<file path="src/rtl/instruction_fetch_unit_if.sv">
// Signal bundle between the fetch unit, instruction memory, the execute-stage redirect and IF/ID.
// master = fetch unit side, slave = the surrounding pipeline/memory side.
interface instruction_fetch_unit_if;
    logic        imem_req;
    logic [31:0] imem_addr;
    logic        imem_gnt;
    logic        imem_rvalid;
    logic [31:0] imem_rdata;
    logic        redirect_valid;
    logic [31:0] redirect_pc;
    logic        valid_out;
    logic        ready_in;
    logic [31:0] pc_out;
    logic [31:0] instruction_out;
    logic        misalign_fault;

    modport master (
        output imem_req, imem_addr, valid_out, pc_out, instruction_out, misalign_fault,
        input  imem_gnt, imem_rvalid, imem_rdata, redirect_valid, redirect_pc, ready_in
    );

    modport slave (
        input  imem_req, imem_addr, valid_out, pc_out, instruction_out, misalign_fault,
        output imem_gnt, imem_rvalid, imem_rdata, redirect_valid, redirect_pc, ready_in
    );
endinterface

</file>
<file path="src/rtl/instruction_fetch_unit.sv">
// Fetch stage: owns the PC, issues word reads, queues {pc, instr} toward IF/ID, flushes on redirect.
// Define IFU_MISALIGN_CHECK_EN to halt issue and flag misalign_fault on a misaligned redirect target.
module instruction_fetch_unit #(
    parameter logic [31:0] RESET_PC = 32'h0000_0000,
    parameter int unsigned DEPTH    = 2
) (
    input logic                      clk,
    input logic                      rst,
    instruction_fetch_unit_if.master ifu
);
    localparam int unsigned PW  = $clog2(DEPTH);
    localparam int unsigned CW  = PW + 1;
    localparam logic [31:0] NOP = 32'h0000_0013;
    localparam logic [CW:0] LIM = (CW+1)'(DEPTH);

    typedef logic [PW-1:0] ptr_t;
    typedef logic [CW-1:0] cnt_t;

    logic [31:0] r_fetch_pc;
    logic [31:0] r_q_pc    [DEPTH];
    logic [31:0] r_q_instr [DEPTH];
    ptr_t        r_rd_ptr;
    ptr_t        r_wr_ptr;
    cnt_t        r_count;
    logic [31:0] r_pcf     [DEPTH];
    ptr_t        r_pcf_rd;
    ptr_t        r_pcf_wr;
    cnt_t        r_outstanding;
    cnt_t        r_discard;
    logic [31:0] r_head_pc;
    logic [31:0] r_head_instr;

    logic        w_halted;
    logic [CW:0] w_inflight;
    logic        w_req;
    logic        w_grant;
    logic        w_rsp;
    logic        w_drop;
    logic        w_wr;
    logic        w_pop;
    ptr_t        w_rd_next;
    cnt_t        w_cnt_left;

    // Outstanding requests reserve queue slots, so a granted response always has room.
    assign w_inflight = {1'b0, r_count} + {1'b0, r_outstanding};
    assign w_req      = !rst && !ifu.redirect_valid && !w_halted && (w_inflight < LIM);
    assign w_grant    = w_req && ifu.imem_gnt;
    assign w_rsp      = ifu.imem_rvalid && (r_outstanding != '0);
    assign w_drop     = ifu.redirect_valid || (r_discard != '0);
    assign w_wr       = w_rsp && !w_drop;
    assign w_pop      = (r_count != '0) && ifu.ready_in && !ifu.redirect_valid;
    assign w_rd_next  = r_rd_ptr + ptr_t'(w_pop);
    assign w_cnt_left = r_count - cnt_t'(w_pop);

    assign ifu.imem_req        = w_req;
    assign ifu.imem_addr       = r_fetch_pc;
    assign ifu.valid_out       = (r_count != '0);
    assign ifu.pc_out          = r_head_pc;
    assign ifu.instruction_out = r_head_instr;

    always_ff @(posedge clk) begin
        if (rst) begin
            r_fetch_pc    <= RESET_PC;
            r_q_pc        <= '{default: '0};
            r_q_instr     <= '{default: NOP};
            r_pcf         <= '{default: '0};
            r_rd_ptr      <= '0;
            r_wr_ptr      <= '0;
            r_count       <= '0;
            r_pcf_rd      <= '0;
            r_pcf_wr      <= '0;
            r_outstanding <= '0;
            r_discard     <= '0;
            r_head_pc     <= '0;
            r_head_instr  <= NOP;
        end else begin
            // The PC FIFO advances on every response, including dropped ones, to stay paired.
            if (w_grant) begin
                r_pcf[r_pcf_wr] <= r_fetch_pc;
                r_pcf_wr        <= r_pcf_wr + ptr_t'(1);
            end
            if (w_rsp) begin
                r_pcf_rd <= r_pcf_rd + ptr_t'(1);
            end
            r_outstanding <= r_outstanding + cnt_t'(w_grant) - cnt_t'(w_rsp);

            if (ifu.redirect_valid) begin
                r_fetch_pc <= ifu.redirect_pc & ~32'h3;
                r_rd_ptr   <= '0;
                r_wr_ptr   <= '0;
                r_count    <= '0;
                r_discard  <= r_outstanding - cnt_t'(w_rsp);
            end else begin
                if (w_grant) begin
                    r_fetch_pc <= r_fetch_pc + 32'd4;
                end
                if (w_wr) begin
                    r_q_pc[r_wr_ptr]    <= r_pcf[r_pcf_rd];
                    r_q_instr[r_wr_ptr] <= ifu.imem_rdata;
                    r_wr_ptr            <= r_wr_ptr + ptr_t'(1);
                end
                r_rd_ptr <= w_rd_next;
                r_count  <= w_cnt_left + cnt_t'(w_wr);
                if (w_rsp && (r_discard != '0)) begin
                    r_discard <= r_discard - cnt_t'(1);
                end
                // Head registers track the post-update head; they hold when the queue drains.
                if (w_cnt_left != '0) begin
                    r_head_pc    <= r_q_pc[w_rd_next];
                    r_head_instr <= r_q_instr[w_rd_next];
                end else if (w_wr) begin
                    r_head_pc    <= r_pcf[r_pcf_rd];
                    r_head_instr <= ifu.imem_rdata;
                end
            end
        end
    end

`ifdef IFU_MISALIGN_CHECK_EN
    logic r_halted;

    always_ff @(posedge clk) begin
        if (rst) begin
            r_halted <= 1'b0;
        end else if (ifu.redirect_valid) begin
            r_halted <= |ifu.redirect_pc[1:0];
        end
    end

    assign w_halted           = r_halted;
    assign ifu.misalign_fault = r_halted;
`else
    assign w_halted           = 1'b0;
    assign ifu.misalign_fault = 1'b0;
`endif

endmodule

</file>
<file path="src/flat_wrapper.sv">
// flat-port wrapper written by rule: the top's interface ports become plain ports
module instruction_fetch_unit_flat 
#(
    parameter logic [31:0] RESET_PC = 32'h0000_0000,
    parameter int unsigned DEPTH    = 2
)
  (clk, rst, ifu_imem_req, ifu_imem_addr, ifu_valid_out, ifu_pc_out, ifu_instruction_out, ifu_misalign_fault, ifu_imem_gnt, ifu_imem_rvalid, ifu_imem_rdata, ifu_redirect_valid, ifu_redirect_pc, ifu_ready_in);
  instruction_fetch_unit_if ifu_i ();
  input logic clk;
  input logic rst;
  output wire logic [$bits(ifu_i.imem_req)-1:0] ifu_imem_req;
  output wire logic [$bits(ifu_i.imem_addr)-1:0] ifu_imem_addr;
  output wire logic [$bits(ifu_i.valid_out)-1:0] ifu_valid_out;
  output wire logic [$bits(ifu_i.pc_out)-1:0] ifu_pc_out;
  output wire logic [$bits(ifu_i.instruction_out)-1:0] ifu_instruction_out;
  output wire logic [$bits(ifu_i.misalign_fault)-1:0] ifu_misalign_fault;
  input wire logic [$bits(ifu_i.imem_gnt)-1:0] ifu_imem_gnt;
  input wire logic [$bits(ifu_i.imem_rvalid)-1:0] ifu_imem_rvalid;
  input wire logic [$bits(ifu_i.imem_rdata)-1:0] ifu_imem_rdata;
  input wire logic [$bits(ifu_i.redirect_valid)-1:0] ifu_redirect_valid;
  input wire logic [$bits(ifu_i.redirect_pc)-1:0] ifu_redirect_pc;
  input wire logic [$bits(ifu_i.ready_in)-1:0] ifu_ready_in;
  assign ifu_imem_req = ifu_i.imem_req;
  assign ifu_imem_addr = ifu_i.imem_addr;
  assign ifu_valid_out = ifu_i.valid_out;
  assign ifu_pc_out = ifu_i.pc_out;
  assign ifu_instruction_out = ifu_i.instruction_out;
  assign ifu_misalign_fault = ifu_i.misalign_fault;
  assign ifu_i.imem_gnt = ifu_imem_gnt;
  assign ifu_i.imem_rvalid = ifu_imem_rvalid;
  assign ifu_i.imem_rdata = ifu_imem_rdata;
  assign ifu_i.redirect_valid = ifu_redirect_valid;
  assign ifu_i.redirect_pc = ifu_redirect_pc;
  assign ifu_i.ready_in = ifu_ready_in;
  instruction_fetch_unit #(.RESET_PC(RESET_PC), .DEPTH(DEPTH)) u_core (.clk(clk), .rst(rst), .ifu(ifu_i));
endmodule
</file>
<file path="config.mk">
export PLATFORM = sky130hd
export DESIGN_NAME = instruction_fetch_unit_flat
export DESIGN_NICKNAME = d
export VERILOG_FILES = /design/src/rtl/instruction_fetch_unit_if.sv /design/src/rtl/instruction_fetch_unit.sv /design/src/flat_wrapper.sv
export SDC_FILE = /design/constraint.sdc
export NUM_CORES = 1
export LEC_CHECK = 0
export CAP_MARGIN = 20
export CORE_MARGIN = 2
export CORE_UTILIZATION = 45
export CTS_CLUSTER_SIZE = 28
export DETAILED_ROUTE_END_ITERATION = 16
export PLACE_DENSITY = 0.67
export SKIP_LAST_GASP = 1
export SLEW_MARGIN = 10
export SYNTH_ARGS = -nofsm -noshare
export SYNTH_HDL_FRONTEND = slang
export SYNTH_SLANG_ARGS = --single-unit
</file>
<file path="constraint.sdc">
create_clock -name clk -period 2.7 [get_ports clk]
set_input_delay 0.54 -clock clk [delete_from_list [all_inputs] [get_ports clk]]
set_output_delay 0.54 -clock clk [all_outputs]
set_load 0.005 [all_outputs]
</file>
-- Yosys cells after proc, flatten, opt, wreduce, memory -nomap -nowiden
Index checks and enable logic that the tools add are counted.
- $add $sub $neg: 12
- order comparisons: 7
- multiplexer cells: 24
- bitwise operators: 5
- reductions and logical operators: 24
- operators with widths (kind ; number):
    2-to-1 mux 32 bit ; 17
    bitwise mux 64 bit ; 3
    demux 32 bit (select 1 bit) ; 2
    adder 32 x 3 -> 32 bit (second input constant) ; 1
    nonzero test 2 bit ; 7
    logical AND 1 bit ; 10
    greater-or-equal comparator 2 bit (second input constant) ; 4
    inverter 1 -> 2 bit ; 4
    subtractor 2 x 1 -> 2 bit ; 3
    adder 2 x 1 -> 2 bit ; 2
    < comparator 2 x 1 -> 1 bit (second input constant) ; 2
    2-to-1 mux 2 bit ; 2
    AND reduction 2 bit ; 2
    adder 1 bit (second input constant) ; 3
    adder 2 x 2 -> 3 bit ; 1
    logical NOT 1 bit ; 3
    < comparator 3 x 2 -> 1 bit (second input constant) ; 1
    OR reduction 2 bit ; 1
    subtractor 2 x 1 -> 2 bit (second input constant) ; 1
    adder 1 bit ; 1
    logical OR 1 bit ; 1
    inverter 1 bit ; 1
- register bits: 298
- input port bits: 70
- output and inout port bits: 99
- logic and storage cells: 89

-- Logic depth before layout (Yosys ltp)
Gate-level depths: netlist of the first run.
- word-level depth: 9
- mapped depth: 12

-- Worst setup path after synthesis of the first run
Ideal clock, no wire load.
- path kind: input to register
- from: input port ifu_redirect_valid
- to: register u_core.r_head_pc[31] (netlist: u_core.ifu.pc_out[31])
- library setup time: 0.125 ns
- arrival: 2.289 ns
- required time: 2.575 ns
- setup slack: 0.286 ns
- stages: 12
- cells stage by stage: buf_2 nand2b_4 nor2_1 ha_1 xor2_1 nor2_1 buf_2 buf_2 buf_1 nand2_1 nand2_1 o21ai_0
- cells in the longest elaborated chain, start to end: 8
- ends and longest elaborated chain (what ; RTL line ; source):
    start: declaration ; flat_wrapper.sv:20 ; input wire logic [$bits(ifu_i.redirect_valid)-1:0] ifu_redirect_valid;
    logical NOT 1 bit ; instruction_fetch_unit.sv:51 ; assign w_pop = (r_count != '0) && ifu.ready_in && !ifu.redirect_valid;
    logical AND 1 bit ; instruction_fetch_unit.sv:51 ;
    adder 1 bit ; instruction_fetch_unit.sv:52 ; assign w_rd_next = r_rd_ptr + ptr_t'(w_pop);
    inverter 1 -> 2 bit (implied by the code) ; instruction_fetch_unit.sv:109 ; r_head_pc <= r_q_pc[w_rd_next];
    2-to-1 mux 32 bit (implied by the code) (3 in a row) ; instruction_fetch_unit.sv:109 ;
    2-to-1 mux 32 bit ; instruction_fetch_unit.sv:108 ; if (w_cnt_left != '0) begin
    end signal: assignment ; instruction_fetch_unit.sv:109 ;
    end signal: assignment ; instruction_fetch_unit.sv:112 ; r_head_pc <= r_pcf[r_pcf_rd];
    end: declaration ; instruction_fetch_unit.sv:30 ; logic [31:0] r_head_pc;
Parallel ways exist; a longest one is shown, timed or not. The select of a mux whose other input is x is not followed.
A chain may end at the register's enable or synchronous reset.

-- Worst setup path after layout of the first run
- from: register u_core.r_count[0]
- to: output port ifu_imem_req
- cells in the longest elaborated chain, start to end: 3
- ends and longest elaborated chain (what ; RTL line ; source):
    start: declaration ; instruction_fetch_unit.sv:24 ; cnt_t r_count;
    start signal: assignment ; instruction_fetch_unit.sv:103 ; r_count <= w_cnt_left + cnt_t'(w_wr);
    adder 2 x 2 -> 3 bit ; instruction_fetch_unit.sv:45 ; assign w_inflight = {1'b0, r_count} + {1'b0, r_outstanding};
    < comparator 3 x 2 -> 1 bit ; instruction_fetch_unit.sv:46 ; assign w_req = !rst && !ifu.redirect_valid && !w_halted && (w_inflight < LIM);
    logical AND 1 bit ; instruction_fetch_unit.sv:46 ;
    end: declaration ; flat_wrapper.sv:11 ; output wire logic [$bits(ifu_i.imem_req)-1:0] ifu_imem_req;
No other way between the ends.

==> summary.md, run 1 <==
| Metric | Value |
|---|---|
| CTS Buf Count | `30` |
| Top_reg_cell synth | `dfxtp_1` |
| Clock transition at path regs | `0.06 ns` |
| FF-to-FF setup slack | `0.16 ns` |
| Slew headroom | `0.5617` |
| WP data arrival | `around 2.1 ns` |
| Number of vias per cell | `about 5.5` |
| Setup CP Type | `flop to output pin` |
| Die area | `about 29000 sq um` |
| Yosys reg bits | `around 290` |
| Row cnt | `a little over 60` |
| Drt total wl | `33.55 mm` |
| DP Wirelength | `20.79 mm` |
| Initial DRT Pass Iterations | `6` |
| Crit start category | `flop` |
| Final clock skew | `roughly 0.011 ns` |
| Initial antenna violation count | `0` |
| Sequential element share of the synthesized area | `0.4573` |
| Status | `completed` |
| CTS sink count | `approximately 290` |
| Syn Std Cell Area | `about 13000 sq um` |
| First-pass GRT wire length | `52.87 mm` |
| Maximum fanout along the worst path | `3` |
| Async set or reset register ratio after synthesis | `0` |
| Root buffer cell | `clkbuf_16` |
| GPL Wtd Cong | `0.8106` |
| Chip Height | `170.8 microns` |
| Mean Syn Cell Area | `between 8 and 9 sq um` |
| Layout cell share with drive strength beyond 1 | `0.08900` |
| WP data required | `2.16 ns` |
| Fin crit period | `between 2 and 3 ns` |
| Hold slack | `0.4209 ns` |
| Number of synthesized flops with an enable pin | `0` |
| Slowest stage cell, crit path | `fa_2` |
| Max IR drop VDD | `between 400 and 500 uV` |
| CP Cell Sequence | `inv_2 > nor2_4 > fa_2 > nor4_2 > clkdlybuf4s15_1` |
| Tot GR Track Use | `0.2212` |
| Max-cap violations | `0` |
| CTS tree | `built` |
| Grt ovf | `0` |
| Port Buf Inserts | `161` |
| Area delta synth->final | `26.06%` |
| Final nets | `about 1700` |
| Clock H-tree levels | `1` |
| Setup violations, final | `0` |
| Leak | `about 5.6 nW` |
| I/O pin total | `between 150 and 200` |
| Post-route DRC | `0` |
| Max incr delay on CP | `roughly 0.48 ns` |
| Routed wire per std cell | `approximately 16 microns` |
| Core Footprint | `roughly 28000 sq um` |
| Die outline width | `about 170 microns` |
| Setup crit end kind | `output pin` |
| Clock Tree Buf Depth | `3` |
| Final Hold Fails | `0` |
| Number of global-route vias before repair | `10120` |
| Commonest cells after routing, fill and taps aside | `382 x nand2_1, 286 x dfxtp_1, 175 x a21oi_1` |
| Most common cell after layout, fill and taps aside | `nand2_1` |
| Post-cts hold buffer count | `0` |
| Slew Limit Fails | `0` |
| Distinct cells, synth | `between 50 and 60` |
| Fill count | `between 2000 and 3000` |
| Antenna viol nets, final | `0` |
| Util after Layout | `0.5728` |
| Synth warnings | `0` |
| Hold Path Class | `input pin to flop` |
| Mapped Cells | `1524` |
| Tcrit/Tclk final | `0.9795` |
| Clock Latency Late Sink | `between 0.5 and 0.6 ns` |
| Vias | `~11000` |
| Least-Margin Pin Slew | `0.6574 ns` |
| Diode count | `0` |
| Power Density | `about 660 nW/um^2` |
| 1st-iter DRT viols | `876` |
| Max frequency | `approximately 380 MHz` |
| Pin count of the biggest net entering global routing | `between 100 and 150` |
| Initial Util | `0.4544` |
[final cells by class]
cell class                 instances  area [sq um]  area share
inverter                          12         45.04    0.002854
timing repair buffer             225          2381      0.1509
multi-input combinational       1088          6163      0.3905
clock buffer                      48         899.6     0.05700
sequential                       286          5725      0.3628
clock inverter                     4         95.09    0.006025
tap                              378         473.0     0.02997
[flip-flops by register name (all words and copies together), names as in the netlist]
name                        count
u_core.r_count                  2
u_core.r_rd_ptr                 1
u_core.ifu.instruction_out     32
u_core.r_pcf                   60
u_core.r_q_instr               64
u_core.r_q_pc                  60
u_core.r_discard                2
u_core.r_wr_ptr                 1
u_core.r_pcf_wr                 1
u_core.r_outstanding            2
u_core.r_pcf_rd                 1
u_core.ifu.imem_addr           30
u_core.ifu.pc_out              30
[stage by stage]
step                      worst slack [ns]  setup TNS (ns)  std cells  total power, mW  cell area (sq um)
after floorplan                     0.2859               0       1528            5.594              12530
after global placement            -0.03144         -0.3344       1981            6.253              14700
after detailed placement           -0.1121          -2.554       1981            6.282              14700
after CTS                          0.01610               0       2033            10.42              15700
after global routing              -0.03706        -0.06096       2041            10.80              15780
final                              0.05533               0       2041            10.38              15780
[routing by layer]
| layer | share of wire | track usage | vias to the layer above |
|---|---|---|---|
| met3 | 0.058 | 0.02892 | 36 |
| met1 | 0.48 | 0.3260 | 5250 |
| met4 | 0.014 | 0.04868 | 0 |
| li1 | - | - | 5554 |
| met5 | 0 | 0 | - |
| met2 | 0.45 | 0.3443 | 335 |
[Yosys cell counts, types with 4 or more instances]
master | count | area, sq um
nand2_1 | 382 | 1434
dfxtp_1 | 286 | 5725
a21oi_1 | 175 | 875.8
a211oi_1 | 101 | 758.2
nor2_1 | 93 | 349.1
clkbuf_1 | 89 | 334.1
and3_1 | 36 | 225.2
a211o_1 | 33 | 289.0
buf_2 | 33 | 165.2
mux2i_1 | 31 | 310.3
a21o_1 | 29 | 217.7
o21ai_1 | 27 | 135.1
xnor2_1 | 25 | 219.0
o311ai_1 | 20 | 175.2
o311ai_0 | 14 | 122.6
o21ai_0 | 13 | 65.06
nand4_1 | 11 | 68.82
nor4_2 | 11 | 137.6
inv_1 | 10 | 37.54
nand3_1 | 10 | 50.05
buf_4 | 8 | 60.06
buf_1 | 7 | 26.28
or3_1 | 7 | 43.79
nand3b_1 | 6 | 45.04
buf_6 | 5 | 56.30
ha_1 | 5 | 62.56
o22ai_1 | 5 | 31.28
a311oi_1 | 4 | 35.03
nor3_1 | 4 | 20.02
nor4_1 | 4 | 25.02
[critical path, delay by kind of cell (launching register included)]
family,cells,cell delay [ns]
adder cells (fa/ha/maj),1,0.48
AND/OR/NAND/NOR,2,0.43
flip-flops,1,0.34
buffers and inverters,2,0.31
[power breakdown]
part           total, mW  switching, mW  internal, mW
clock               4.16           1.62          2.54
combinational       1.59          0.825         0.767
sequential          4.63          0.171          4.46
total               10.4           2.62          7.76
[repair_timing]
action                                  4_1_cts  5_1_grt
setup buffers                                 0        7
pin swaps                                     0        5
resized for setup                             2        5
endpoints found under the setup margin        1        6
[cell families after synthesis]
| group | after synthesis | share of synthesized area |
|---|---|---|
| AO/OA/AOI/OAI | 431 | 0.2242 |
| XOR/XNOR | 28 | 0.01959 |
| adder cells (fa/ha/maj) | 6 | 0.006596 |
| buffers and inverters | 154 | 0.05487 |
| flip-flops | 286 | 0.4573 |
| multiplexers | 31 | 0.02479 |
| other | 1 | 0.0002995 |
| AND/OR/NAND/NOR | 587 | 0.2124 |
[worst paths after layout]
check / cells past startpoint / to / startpoint
worst min-delay path: 2 / u_core.r_pcf_rd / rst
worst min register to register: 2 / u_core.ifu.pc_out[23] / u_core.ifu.pc_out[23]
worst max-delay path: 5 / ifu_imem_req / u_core.r_count[0]
worst max register to register: 8 / u_core.ifu.imem_addr[14] / u_core.r_count[0]
(Power assumes the default switching activity.)
==> run 2: changes to the inputs <==
--- a/config.mk
+++ b/config.mk
@@ -7,10 +7,11 @@
 export LEC_CHECK = 0
 export CAP_MARGIN = 20
 export CORE_MARGIN = 2
-export CORE_UTILIZATION = 45
+export CORE_UTILIZATION = 53
 export CTS_CLUSTER_SIZE = 28
 export DETAILED_ROUTE_END_ITERATION = 16
-export PLACE_DENSITY = 0.67
+export PLACE_DENSITY = 0.77
+export SKIP_CTS_REPAIR_TIMING = 1
 export SKIP_LAST_GASP = 1
 export SLEW_MARGIN = 10
 export SYNTH_ARGS = -nofsm -noshare
==> summary.md, run 2 (synthesized netlist as in run 1, its figures left out) <==
| Metric | Value |
|---|---|
| Hold Path Depth | `2 (unchanged)` |
| Most common cell after layout, fill and taps aside | `nand2_1 (unchanged)` |
| Setup crit end kind | `output pin (unchanged)` |
| Max FFs per register | `64 (unchanged)` |
| Final nets | `1707 (was 1719)` |
| Reg2Reg Capture Point | `u_core.ifu.imem_addr[7] (was u_core.ifu.imem_addr[14])` |
| CTS Buf Count | `29 (was 30)` |
| Number of global-route vias before repair | `10460 (was 10120)` |
| DP Wirelength | `19.77 mm (was 20.79 mm)` |
| Die outline width | `157.7 microns (was 170.8 microns)` |
| I/O pin total | `169 (unchanged)` |
| Crit start category | `flop (unchanged)` |
| FF-to-FF setup slack | `0.16 ns (about the same)` |
| Max-cap violations | `0 (unchanged)` |
| Post-Layout Cell Count | `1972 (was 2041)` |
| Grt ovf | `0 (unchanged)` |
| Status | `completed (unchanged)` |
| R2R depth | `8 (unchanged)` |
| Hold Path Class | `flop to flop (was input pin to flop)` |
| Area delta synth->final | `23.95% (was 26.06%)` |
| Drt total wl | `32.44 mm (was 33.55 mm)` |
| CTS sink count | `286 (unchanged)` |
| Least-Margin Pin Slew | `0.9438 ns (was 0.6574 ns)` |
| Final clock skew | `0.007077 ns (was 0.01148 ns)` |
| WP data arrival | `2.02 ns (was 2.10 ns)` |
| Hold Crit Start | `u_core.ifu.pc_out[9] (was rst)` |
| Commonest cells after routing, fill and taps aside | `382 x nand2_1, 286 x dfxtp_1, 175 x a21oi_1 (unchanged)` |
| Max layer used | `met4 (unchanged)` |
| Slew headroom | `0.3708 (was 0.5617)` |
| Initial DRT Pass Iterations | `5 (was 6)` |
| Metal3 WL | `2.075 mm (was 1.948 mm)` |
| Clock H-tree levels | `1 (unchanged)` |
| WP data required | `2.16 ns (about the same)` |
| Post-route DRC | `0 (unchanged)` |
| Pin count of the biggest net entering global routing | `201 (was 106)` |
| Tcrit/Tclk final | `0.9467 (was 0.9795)` |
| Antenna viol nets, final | `0 (unchanged)` |
| Met2 wire length | `14.76 mm (was 15.00 mm)` |
| Inst Count DP | `1917 (was 1981)` |
| Layout cell share with drive strength beyond 1 | `0.08409 (was 0.08900)` |
| Diode count | `0 (unchanged)` |
| Max incr delay on CP | `0.50 ns (was 0.48 ns)` |
| Root buffer cell | `clkbuf_16 (unchanged)` |
| Met1 wire length | `14.98 mm (was 16.13 mm)` |
| Leak | `5.559 nW (was 5.628 nW)` |
| Routed wire per std cell | `16.45 microns (was 16.44 microns)` |
| Top flop regs | `u_core.r_q_instr: 64 flops, u_core.r_pcf: 60 flops, u_core.r_q_pc: 60 flops (unchanged)` |
| Fin crit period | `2.556 ns (was 2.645 ns)` |
| CTS tree | `built (unchanged)` |
| Number of vias per cell | `5.679 (was 5.475)` |
| Slowest stage cell, crit path | `fa_2 (unchanged)` |
| Row cnt | `56 (was 61)` |
| Die area | `24870 sq um (was 29170 sq um)` |
| Setup_tns | `0 ns (unchanged)` |
| Initial Util | `0.5366 (was 0.4544)` |
| Slew Limit Fails | `0 (unchanged)` |
| Hold Path Sink | `u_core.ifu.pc_out[9] (was u_core.r_pcf_rd)` |
| Chip Height | `157.7 microns (was 170.8 microns)` |
| First-pass GRT wire length | `52.09 mm (was 52.87 mm)` |
| Power Density | `653.1 nW/um^2 (was 657.8 nW/um^2)` |
| Final Hold Fails | `0 (unchanged)` |
| Largest Register | `u_core.r_q_instr (unchanged)` |
| Tot GR Track Use | `0.2536 (was 0.2212)` |
| 1st-iter DRT viols | `1028 (was 876)` |
| Clock Tree Buf Depth | `3 (unchanged)` |
| Setup CP Type | `flop to output pin (unchanged)` |
| Initial antenna violation count | `0 (unchanged)` |
| Max IR drop VDD | `437.0 uV (was 443.7 uV)` |
| Max frequency | `391.2 MHz (was 378.1 MHz)` |
| Clock transition at path regs | `0.06 ns (about the same)` |
| Port Buf Inserts | `161 (unchanged)` |
| GPL Wtd Cong | `0.8234 (was 0.8106)` |
| CP Cell Sequence | `inv_1 > nor2_1 > fa_2 > nor4_2 > dlymetal6s2s_1 (was inv_2 > nor2_4 > fa_2 > nor4_2 > clkdlybuf4s15_1)` |
| Core Footprint | `23330 sq um (was 27550 sq um)` |
| Clock Latency Late Sink | `0.54 ns (about the same)` |
| RSZ-0062 raised after global routing | `no` |
| Reg-to-reg critical path startpoint | `u_core.r_count[0] (unchanged)` |
| Vias | `11200 (was 11180)` |
| Maximum fanout along the worst path | `3 (unchanged)` |
| Setup violations, final | `0 (unchanged)` |
[run 2: changes by cell type in the layout (fill, tap and decap cells not counted), moves of 2 or more]
cell	delta
buf_12	-4
buf_4	-6
clkbuf_1	-3
clkbuf_16	-2
clkinv_2	+7
[run 2: critical path: cells and delay by family (launching register included)]
kind / cells / cell delay [ns]
AND/OR/NAND/NOR: 2 / 0.40
flip-flops: 1 / 0.33
buffers and inverters: 2 / 0.25
adder cells (fa/ha/maj): 1 / 0.50
[run 2: how the worst max path moves through the flow]
stage	startpoint	end	slack, ns	cells past startpoint
floorplan	ifu_redirect_valid	u_core.ifu.pc_out[31]	0.29	12
global placement	ifu_redirect_valid	u_core.ifu.pc_out[27]	-0.02	12
detailed placement	ifu_redirect_valid	u_core.ifu.instruction_out[14]	-0.09	12
CTS	u_core.r_count[0]	ifu_imem_req	-0.28	5
global route	u_core.r_count[0]	ifu_imem_req	0.02	5
finish	u_core.r_count[0]	ifu_imem_req	0.14	5
[run 2: layout make-up]
cell class | instances | area, sq um
tap | 319 | 399.1
inverter | 12 | 45.04
clock inverter | 10 | 100.1
timing repair buffer | 214 | 2253
sequential | 286 | 5725
fill | 1880 | 7815
multi-input combinational | 1088 | 6156
clock buffer | 43 | 838.3
[run 2: metrics by stage]
step	area (sq um)	total power [mW]	hold slack, ns	utilization	worst slack, ns
6_report	15520	10.13	0.4410	0.6651	0.1440
5_1_grt	15520	10.52	0.4678	0.6651	0.01992
4_1_cts	15490	10.18	0.4471	0.6639	-0.2776
3_5_place_dp	14550	6.254	0.4387	0.6237	-0.08991
3_3_place_gp	14550	6.220	0.4325	0.6237	-0.01943
2_1_floorplan	12530	5.594	0.4292	-	0.2859
[run 2: power breakdown]
group / leakage (nW) / switching [mW] / internal (mW) / total [mW]
clock: 0.470 / 1.63 / 2.33 / 3.95
sequential: 2.32 / 0.172 / 4.46 / 4.63
combinational: 2.77 / 0.811 / 0.742 / 1.55
[run 2: layer usage]
metal,vias up,track usage
met3,56,0.03449
met5,-,0
li1,5529,-
met4,0,0.07749
met1,5228,0.3639
met2,386,0.3967
==> run 3: changes to the inputs <==
--- a/config.mk
+++ b/config.mk
@@ -5,12 +5,12 @@
 export SDC_FILE = /design/constraint.sdc
 export NUM_CORES = 1
 export LEC_CHECK = 0
+export ABC_CLOCK_PERIOD_IN_PS = 2700
 export CAP_MARGIN = 20
 export CORE_MARGIN = 2
-export CORE_UTILIZATION = 53
-export CTS_CLUSTER_SIZE = 28
+export CORE_UTILIZATION = 55
 export DETAILED_ROUTE_END_ITERATION = 16
-export PLACE_DENSITY = 0.77
+export PLACE_DENSITY = 0.8
 export SKIP_CTS_REPAIR_TIMING = 1
 export SKIP_LAST_GASP = 1
 export SLEW_MARGIN = 10
==> summary.md, run 3 (synthesized netlist as in run 1, its figures left out) <==
| Metric | Value |
|---|---|
| Status | `completed (unchanged)` |
| Die area | `23990 sq um (was 24870 sq um)` |
| Tot GR Track Use | `0.2649 (was 0.2536)` |
| WP data arrival | `2.95 ns (was 2.02 ns)` |
| Diode count | `0 (unchanged)` |
| Clock Latency Late Sink | `0.54 ns (about the same)` |
| Post-Layout Cell Count | `1939 (was 1972)` |
| Crit start category | `flop (unchanged)` |
| Setup violations, final | `0 (unchanged)` |
| Largest Register | `u_core.r_q_instr (unchanged)` |
| Slew Limit Fails | `0 (unchanged)` |
| Switching share of power | `0.2549 (was 0.2576)` |
| Tcrit/Tclk final | `0.9575 (was 0.9467)` |
| Initial DRT Pass Iterations | `5 (unchanged)` |
| Clock Tree Buf Depth | `3 (unchanged)` |
| Vias | `11340 (was 11200)` |
| Sequential standard cell area | `5725 sq um (unchanged)` |
| Setup_tns | `0 ns (unchanged)` |
| Row cnt | `55 (was 56)` |
| Initial antenna violation count | `0 (unchanged)` |
| Max IR drop VDD | `491.0 uV (was 437.0 uV)` |
| Setup CP Type | `flop to flop (was flop to output pin)` |
| Maximum fanout along the worst path | `31 (was 3)` |
| Pint | `7.635 mW (was 7.525 mW)` |
| WP data required | `3.07 ns (was 2.16 ns)` |
| Net Switching | `2.612 mW (was 2.610 mW)` |
| Post-route DRC | `0 (unchanged)` |
| Seq pwr share | `0.452 (was 0.457)` |
| Antenna viol nets, final | `0 (unchanged)` |
| GPL Wtd Cong | `0.8258 (was 0.8234)` |
| Top flop regs | `u_core.r_q_instr: 64 flops, u_core.r_pcf: 60 flops, u_core.r_q_pc: 60 flops (unchanged)` |
| I/O pin total | `169 (unchanged)` |
| Util after Layout | `0.6874 (was 0.6651)` |
| Final Hold Fails | `0 (unchanged)` |
| Chip Height | `154.9 microns (was 157.7 microns)` |
| Power Density | `662.4 nW/um^2 (was 653.1 nW/um^2)` |
| Footprint of the multi-input gates | `6170 sq um (was 6156 sq um)` |
| Clock transition at path regs | `0.06 ns (about the same)` |
| Max FFs per register | `64 (unchanged)` |
| DP Wirelength | `20.03 mm (was 19.77 mm)` |
| Grt ovf | `0 (unchanged)` |
| CTS sink count | `286 (unchanged)` |
| Slew headroom | `0.3510 (was 0.3708)` |
| Routed wire per std cell | `16.93 microns (was 16.45 microns)` |
| Fill count | `1712 (was 1880)` |
| 1st-iter DRT viols | `1032 (was 1028)` |
| First-pass GRT wire length | `53.31 mm (was 52.09 mm)` |
| Root buffer cell | `clkbuf_16 (unchanged)` |
| RSZ-0062 raised after global routing | `no (unchanged)` |
| Number of vias per cell | `5.846 (was 5.679)` |
| Most common cell after layout, fill and taps aside | `nand2_1 (unchanged)` |
| Final nets | `1708 (was 1707)` |
| Inst Count DP | `1882 (was 1917)` |
| Final clock skew | `0.01410 ns (was 0.007077 ns)` |
| Pin count of the biggest net entering global routing | `91 (was 201)` |
| Initial Util | `0.5564 (was 0.5366)` |
| Leak | `5.557 nW (was 5.559 nW)` |
| Area delta synth->final | `23.56% (was 23.95%)` |
| Core Footprint | `22500 sq um (was 23330 sq um)` |
| Clock power share | `0.397 (was 0.390)` |
| Layout cell share with drive strength beyond 1 | `0.08646 (was 0.08409)` |
| Least-Margin Pin Slew | `0.9735 ns (was 0.9438 ns)` |
| Hold Path Class | `input pin to flop (was flop to flop)` |
| Setup crit end kind | `flop (was output pin)` |
| Max frequency | `386.8 MHz (was 391.2 MHz)` |
| Port Buf Inserts | `161 (unchanged)` |
| Fin crit period | `2.585 ns (was 2.556 ns)` |
| Number of global-route vias before repair | `10610 (was 10460)` |
| Max-cap violations | `0 (unchanged)` |
| Clock H-tree levels | `1 (unchanged)` |
| Drt total wl | `32.83 mm (was 32.44 mm)` |
| Fin area | `15470 sq um (was 15520 sq um)` |
| Commonest cells after routing, fill and taps aside | `382 x nand2_1, 286 x dfxtp_1, 175 x a21oi_1 (unchanged)` |
| CTS tree | `built (unchanged)` |
| Die outline width | `154.9 microns (was 157.7 microns)` |
| CTS Buf Count | `29 (unchanged)` |
| Logic pwr share | `0.151 (was 0.153)` |
| Placed inst area | `14440 sq um (was 14550 sq um)` |
run 3: changes by cell type in the layout (fill, tap and decap cells not counted), moves of 2 or more:
cell,change
buf_12,-5
buf_4,+5
buf_6,+2
clkinv_2,-2
run 3: final timing paths:
check                                        startpoint                  endpoint  depth (start not counted)  slack, ns
worst max-delay path            u_core.r_outstanding[0]          u_core.r_pcf[35]                          8       0.11
worst min-delay path                                rst  u_core.ifu.imem_addr[30]                          2       0.26
worst max register to register  u_core.r_outstanding[0]          u_core.r_pcf[35]                          8       0.11
worst min register to register    u_core.ifu.pc_out[13]     u_core.ifu.pc_out[13]                          2       0.44
run 3: layout make-up:
type	count	area share
Sequential cell	286	0.3701
Clock buffer	44	0.05508
Multi-Input combinational cell	1088	0.3989
Timing Repair Buffer	215	0.1422
Inverter	12	0.002912
Tap cell	285	0.02305
Clock inverter	9	0.007765
run 3: worst max-delay path: stages (launching register included):
cell and delay (ns):
dfxtp_1 0.34, inv_1 0.07, nor2_2 0.14, fa_2 0.48
or4b_4 0.65, or3_1 0.39, buf_12 0.19, nand2_1 0.09
a21oi_1 0.07
run 3: stage by stage:
| step | hold slack [ns] | total power [mW] | setup slack (ns) |
|---|---|---|---|
| 3_5_place_dp | 0.4376 | 6.238 | -0.1449 |
| 4_1_cts | 0.2507 | 10.26 | -0.2587 |
| 5_1_grt | 0.2673 | 10.64 | 0.0006908 |
| 3_3_place_gp | 0.4349 | 6.193 | -0.05640 |
| 6_report | 0.2647 | 10.25 | 0.1148 |
| 2_1_floorplan | 0.4292 | 5.594 | 0.2859 |
run 3: power by group through the flow:
stage / combinational, mW / sequential [mW] / clock [mW]
finish: 1.55 / 4.63 / 4.07
global route: 1.69 / 4.66 / 4.29
CTS: 1.53 / 4.63 / 4.10
detailed placement: 1.52 / 4.72 / 0
global placement: 1.49 / 4.71 / 0
floorplan: 0.914 / 4.68 / 0
run 3: routing by layer:
metal,global-route usage,routed length (microns),vias to the layer above
met5,0,0,-
met4,0.08289,688,0
met3,0.03064,1845,51
met2,0.4119,15210,398
met1,0.3867,15080,5349
li1,-,-,5537
